<file path="config.mk">
export PLATFORM = sky130hd
export DESIGN_NAME = instr_fetch_queue
export DESIGN_NICKNAME = d
export VERILOG_FILES = /design/src/rtl/fetch_pkg.sv /design/src/rtl/fetch_fifo.sv /design/src/rtl/instr_fetch_queue.sv
export SDC_FILE = /design/constraint.sdc
export NUM_CORES = 1
export LEC_CHECK = 0
export ABC_AREA = 1
export CORE_MARGIN = 8
export CORE_UTILIZATION = 45
export DETAILED_ROUTE_END_ITERATION = 16
export PLACE_DENSITY_LB_ADDON = 0.1
export SYNTH_ARGS = -nofsm -noshare
export SYNTH_HDL_FRONTEND = slang
export SYNTH_SLANG_ARGS = --single-unit
</file>
<file path="constraint.sdc">
create_clock -name clk -period 8.8 [get_ports clk]
set_input_delay 2.2 -clock clk [delete_from_list [all_inputs] [get_ports clk]]
set_output_delay 2.2 -clock clk [all_outputs]
set_load 0.01 [all_outputs]
</file>
<file path="src/rtl/fetch_pkg.sv">
// Shared types for the instruction fetch front-end: widths, FSM states and the
// {pc, insn} entry carried through the fetch FIFO.
package fetch_pkg;

  localparam int ADDR_W = 8;
  localparam int INSN_W = 16;

  typedef enum logic [1:0] {
    IDLE,
    FETCH,
    FULL
  } fetch_state_t;

  typedef struct packed {
    logic [ADDR_W-1:0] pc;
    logic [INSN_W-1:0] insn;
  } fetch_entry_t;

endpackage

</file>
<file path="src/rtl/fetch_fifo.sv">
// Synchronous FIFO of fetch entries with flush and a registered head entry, so
// the consumer never sees a combinational path from the write data.
module fetch_fifo #(
  parameter int DEPTH = 4
) (
  input  logic                          clk,
  input  logic                          rst_n,
  input  logic                          push,
  input  fetch_pkg::fetch_entry_t       push_entry,
  input  logic                          pop,
  input  logic                          flush,
  output logic [$clog2(DEPTH):0]        count,
  output logic                          head_valid,
  output fetch_pkg::fetch_entry_t       head
);
  import fetch_pkg::*;

  localparam int PW = $clog2(DEPTH);
  localparam int CW = PW + 1;
  localparam logic [CW-1:0] DEPTH_C = CW'(DEPTH);

  fetch_entry_t    store [DEPTH];
  logic [PW-1:0]   rd_ptr;
  logic [PW-1:0]   wr_ptr;
  logic [PW-1:0]   rd_next;
  logic [CW-1:0]   count_next;
  logic [CW-1:0]   after_pop;
  logic            pop_ok;
  logic            push_ok;

  always_comb begin
    pop_ok     = pop && !flush && (count != '0);
    push_ok    = push && !flush && ((count != DEPTH_C) || pop_ok);
    after_pop  = count - CW'(pop_ok);
    count_next = after_pop + CW'(push_ok);
    rd_next    = rd_ptr + PW'(pop_ok);
  end

  always_ff @(posedge clk) begin
    if (push_ok) begin
      store[wr_ptr] <= push_entry;
    end
  end

  // The head register holds its last value whenever the FIFO goes empty.
  always_ff @(posedge clk) begin
    if (!rst_n) begin
      rd_ptr <= '0;
      wr_ptr <= '0;
      count  <= '0;
      head   <= '0;
    end else if (flush) begin
      rd_ptr <= '0;
      wr_ptr <= '0;
      count  <= '0;
    end else begin
      rd_ptr <= rd_next;
      if (push_ok) begin
        wr_ptr <= wr_ptr + PW'(1);
      end
      count <= count_next;
      if (count_next != '0) begin
        // The new entry becomes head when nothing older survives the pop.
        head <= (after_pop == '0) ? push_entry : store[rd_next];
      end
    end
  end

  assign head_valid = (count != '0);

endmodule

</file>
<file path="src/rtl/instr_fetch_queue.sv">
// Fetch front-end: issues 16-bit reads with credit-based flow control, tags
// responses with their PC and queues them for the decode stage; handles redirects.
module instr_fetch_queue #(
  parameter int                DEPTH    = 4,
  parameter int                ADDR_W   = 8,
  parameter int                INSN_W   = 16,
  parameter logic [ADDR_W-1:0] RESET_PC = '0
) (
  input  logic              clk,
  input  logic              rst_n,
  output logic              mem_req,
  output logic [ADDR_W-1:0] mem_addr,
  input  logic              mem_gnt,
  input  logic [INSN_W-1:0] mem_rdata,
  input  logic              redirect_valid,
  input  logic [ADDR_W-1:0] redirect_pc,
  output logic              insn_valid,
  output logic [INSN_W-1:0] insn_data,
  output logic [ADDR_W-1:0] insn_pc,
  input  logic              insn_ready
);
  import fetch_pkg::*;

  // Handshakes: a transfer happens in a cycle where valid/req and ready/gnt are
  // both high; req/valid never depend combinationally on ready/gnt.
  localparam int CW = $clog2(DEPTH) + 1;
  localparam logic [CW-1:0]     DEPTH_C  = CW'(DEPTH);
  localparam logic [ADDR_W-1:0] PC_STEP  = ADDR_W'(2);
  localparam logic [ADDR_W-1:0] ALIGN_M  = ~ADDR_W'(1);

  fetch_state_t    state;
  fetch_state_t    state_next;
  logic [ADDR_W-1:0] fetch_pc;
  logic [ADDR_W-1:0] tag_pc;
  logic            inflight;
  logic            discard;
  logic            accept;
  logic            push;
  logic            push_eff;
  logic            pop_eff;
  logic            credit_ok;
  logic [CW-1:0]   count;
  logic [CW-1:0]   occ_next;
  fetch_entry_t    push_entry;
  fetch_entry_t    head;

  always_comb begin
    credit_ok = (count + CW'(inflight)) < DEPTH_C;
    push      = inflight && !discard;
    push_eff  = push && !redirect_valid;
    pop_eff   = insn_valid && insn_ready && !redirect_valid;
  end

  // Occupancy after this edge, counting the request accepted this cycle.
  assign occ_next = redirect_valid ? '0
                  : count + CW'(push_eff) - CW'(pop_eff) + CW'(accept);

  always_comb begin
    state_next = state;
    mem_req    = 1'b0;
    case (state)
      IDLE: begin
        state_next = FETCH;
      end
      FETCH: begin
        mem_req = credit_ok && !redirect_valid;
        if (occ_next >= DEPTH_C) begin
          state_next = FULL;
        end
      end
      FULL: begin
        if (occ_next < DEPTH_C) begin
          state_next = FETCH;
        end
      end
      default: begin
        state_next = IDLE;
      end
    endcase
    if (redirect_valid) begin
      state_next = FETCH;
    end
  end

  assign accept   = mem_req && mem_gnt;
  assign mem_addr = fetch_pc;

  always_ff @(posedge clk) begin
    if (!rst_n) begin
      state    <= IDLE;
      fetch_pc <= RESET_PC & ALIGN_M;
      tag_pc   <= '0;
      inflight <= 1'b0;
      discard  <= 1'b0;
    end else begin
      state    <= state_next;
      inflight <= accept;
      discard  <= redirect_valid && inflight;
      if (redirect_valid) begin
        fetch_pc <= redirect_pc & ALIGN_M;
      end else if (accept) begin
        fetch_pc <= fetch_pc + PC_STEP;
        tag_pc   <= fetch_pc;
      end
    end
  end

  assign push_entry = '{pc: tag_pc, insn: mem_rdata};

  fetch_fifo #(
    .DEPTH (DEPTH)
  ) u_fifo (
    .clk        (clk),
    .rst_n      (rst_n),
    .push       (push),
    .push_entry (push_entry),
    .pop        (insn_ready),
    .flush      (redirect_valid),
    .count      (count),
    .head_valid (insn_valid),
    .head       (head)
  );

  assign insn_data = head.insn;
  assign insn_pc   = head.pc;

endmodule

</file>
==> results.py <==
metrics = {
    "finish": {
        "regArea_um2": 3720,
        "nets": 654,
        "drive_above_1_share_pct": 8.48,
        "n_fill_cell": 1129,
        "stdcell_count": 797,
        "multi_input_area_um2": 1860,
        "diodes": 0,
        "syn_to_final_growth_pct": 22.9,
    },
    "logic_synthesis": {
        "synth_edf_count": 92,
        "async_flop_share_pct": 0,
        "synth-main-ff-cell": "edfxtp_1",
        "ys_seq_area_share_pct": 63.4,
        "synth_xor_area_share_pct": 1.47,
        "synth_area_per_cell_um2": 10.5,
        "synth.area.mux_share_pct": 0,
        "synth_compound_gate_area_share_pct": 7.50,
        "synth_cells": 561,
        "synthAdderAreaFrac_pct": 2.77,
        "synth_top_family_by_area": "simple AND/OR/NAND/NOR gates",
        "synthSimpleGateAreaFrac_pct": 19.4,
        "synth_area_um2": 5880,
        "ys_types": 33,
        "ys_ff_latch": 140,
        "yosys_warnings": 0,
    },
    "timing": {
        "setup_violations": 0,
        "worst-slew-pin-transition_ps": 1130,
        "finalCritPeriodShare_pct": 71.0,
        "tns_ps": 0,
        "slew_headroom_pct": 24.7,
        "slew_viol_final": 0,
        "clock_skew_ps": 6.38,
        "rsz0062_at_grt": "false",
        "fin_crit_ps": 6250,
        "hold_violations": 0,
        "max_freq_ghz": 0.160,
        "setup_ws_ps": 2550,
    },
    "floorplan": {
        "rows": 41,
        "die_height_um": 130,
        "die_w_um": 130,
        "start_util_pct": 46.4,
        "die-area_um2": 17000,
        "coreArea_um2": 12700,
        "boundaryPins": 63,
    },
    "setup_path": {
        "start_kind": "primary input",
        "path_class": "primary input to output port",
        "crit_path_end_kind": "output port",
        "arrival_ps": 4050,
        "rr_worst_depth": 12,
        "required_ps": 6600,
        "crit_fanout": 12,
    },
    "routing": {
        "drc": 0,
        "dr.first_iter.drc_count": 394,
        "post_drt_via_cell_ratio": 5.36,
        "finalWirelength_mm": 13.4,
        "drtPass1Iterations": 5,
        "wire_per_inst_um": 16.9,
        "vias": 4270,
        "detail-route-antenna-nets": 0,
    },
    "flow_run": {
        "cap_violations": 0,
    },
    "cts": {
        "cts_buffer_depth": 2,
        "cts.clk_slew.worst_paths_ps": 60,
        "cts_setup_buffers": 0,
        "root_buffer": "clkbuf_16",
        "ctsResizeCount": 0,
        "clkSinkCount": 140,
        "tritoncts": "built",
        "clk_latency_ps": 410,
        "postCtsHoldBufs": 0,
        "htree_levels": 4,
        "numCtsBuffers": 17,
    },
    "placement": {
        "post-place-ws_ps": 2520,
        "port_buffers": 59,
        "dp_cells": 765,
        "hpwl_mm": 7.49,
        "place_congestion": 0.788,
    },
    "grt": {
        "grt_overflow": 0,
        "grt_antenna_before_repair": 0,
        "grt_first_pass_wirelength_mm": 21.5,
        "grt_max_degree": 48,
        "track_usage_pct": 16.8,
        "grt_pass1_vias": 4113,
    },
    "power": {
        "power.density_nw_per_um2": 214,
        "p_total_uw": 1540,
        "leakage_uw": 0.00262,
        "irDropWorstVdd_mv": 0.117,
    },
    "status": {
        "outcome": "finished clean",
    },
    "hold_path": {
        "hold_path_class": "flip-flop to flip-flop",
        "min_path_cells": 2,
    },
}
synth_stat cells (13+ instances only):
master    count  area (um2)
inv_1        31         116
nor2_1       22        82.6
a31oi_1      25         156
edfxtp_1     92        2760
nand3_1      76         380
clkbuf_1     21        78.8
dfxtp_1      48         961
o21ai_0      19        95.1
ha_1         13         163
a21oi_1      16        80.1
nand4_1      25         156
nand2_1     119         447
o21ai_1      17        85.1
per-layer routing:
metal | up-vias | share of wire [%] | GRT usage, %
li1 | 2089 | - | -
met2 | 143 | 48 | 27.2
met5 | - | 0 | 0
met1 | 2022 | 43 | 20.3
met3 | 16 | 7.3 | 4.94
met4 | 0 | 1.5 | 7.38
path summary, 6_finish.rpt:
| path | endpoint | start | slack, ps |
|---|---|---|---|
| worst min register to register | discard | inflight | 470 |
| worst min-delay path | discard | inflight | 470 |
| worst max-delay path | mem_req | redirect_valid | 2550 |
| worst max register to register | u_fifo.head[1] | u_fifo.count[2] | 5280 |
sequential cells by signal, summed over array words and instances (netlist names):
signal and flops:
discard 1, u_fifo.rd_ptr 2, u_fifo.count 3, mem_addr 7, u_fifo.store 92, u_fifo.head 23
u_fifo.wr_ptr 2, state 2, tag_pc 7, inflight 1
report_power, final:
group	switching (uW)	leakage, uW	internal, uW
Combinational	34.1	0.00109	30.8
Sequential	7.40	0.00122	708
Clock	255	0.000308	507
Total	296	0.00262	1250
cell usage in the layout (no fill, tap or decap), types with 4 or more instances in the layout:
cell type / synthesis / layout
ha_1: 13 / 13
o21ai_0: 19 / 19
edfxtp_1: 92 / 92
dfxtp_1: 48 / 48
nand2_1: 119 / 119
o21ai_1: 17 / 17
nor2_1: 22 / 18
a21oi_1: 16 / 16
buf_4: 3 / 7
clkinv_2: 1 / 4
bufinv_16: 0 / 5
nand4_1: 25 / 25
nor2_2: 1 / 4
inv_1: 31 / 30
nand3_1: 76 / 76
clkbuf_16: 0 / 17
clkdlybuf4s50_1: 0 / 59
a31oi_1: 25 / 25
cells by family after synthesis:
kind of cell | after synthesis
AO/OA/AOI/OAI | 80
XOR/XNOR | 6
adder cells (fa/ha/maj) | 13
buffers and inverters | 69
flip-flops | 140
other | 1
AND/OR/NAND/NOR | 252
worst max-delay path: stages:
cell and delay (ps):
clkdlybuf4s50_1 660, clkinv_2 260, nand3_2 120, nor3b_2 240, clkdlybuf4s50_1 580
stage by stage:
step	hold WS (ps)	utilization, %	area [um2]
global placement	462	51.9	6580
detailed placement	464	51.9	6580
global route	489	57.0	7220
CTS	472	57.0	7220
floorplan	451	-	5880
finish	470	57.0	7220
final cells by class:
cell class / count / share of cell area (%)
sequential: 140 / 51.6
multi-input combinational: 353 / 25.8
timing repair buffer: 66 / 8.91
clock buffer: 19 / 6.14
tap: 172 / 2.98
clock inverter: 13 / 2.72
inverter: 34 / 1.85
No activity file was read; power rests on OpenSTA's default activity.
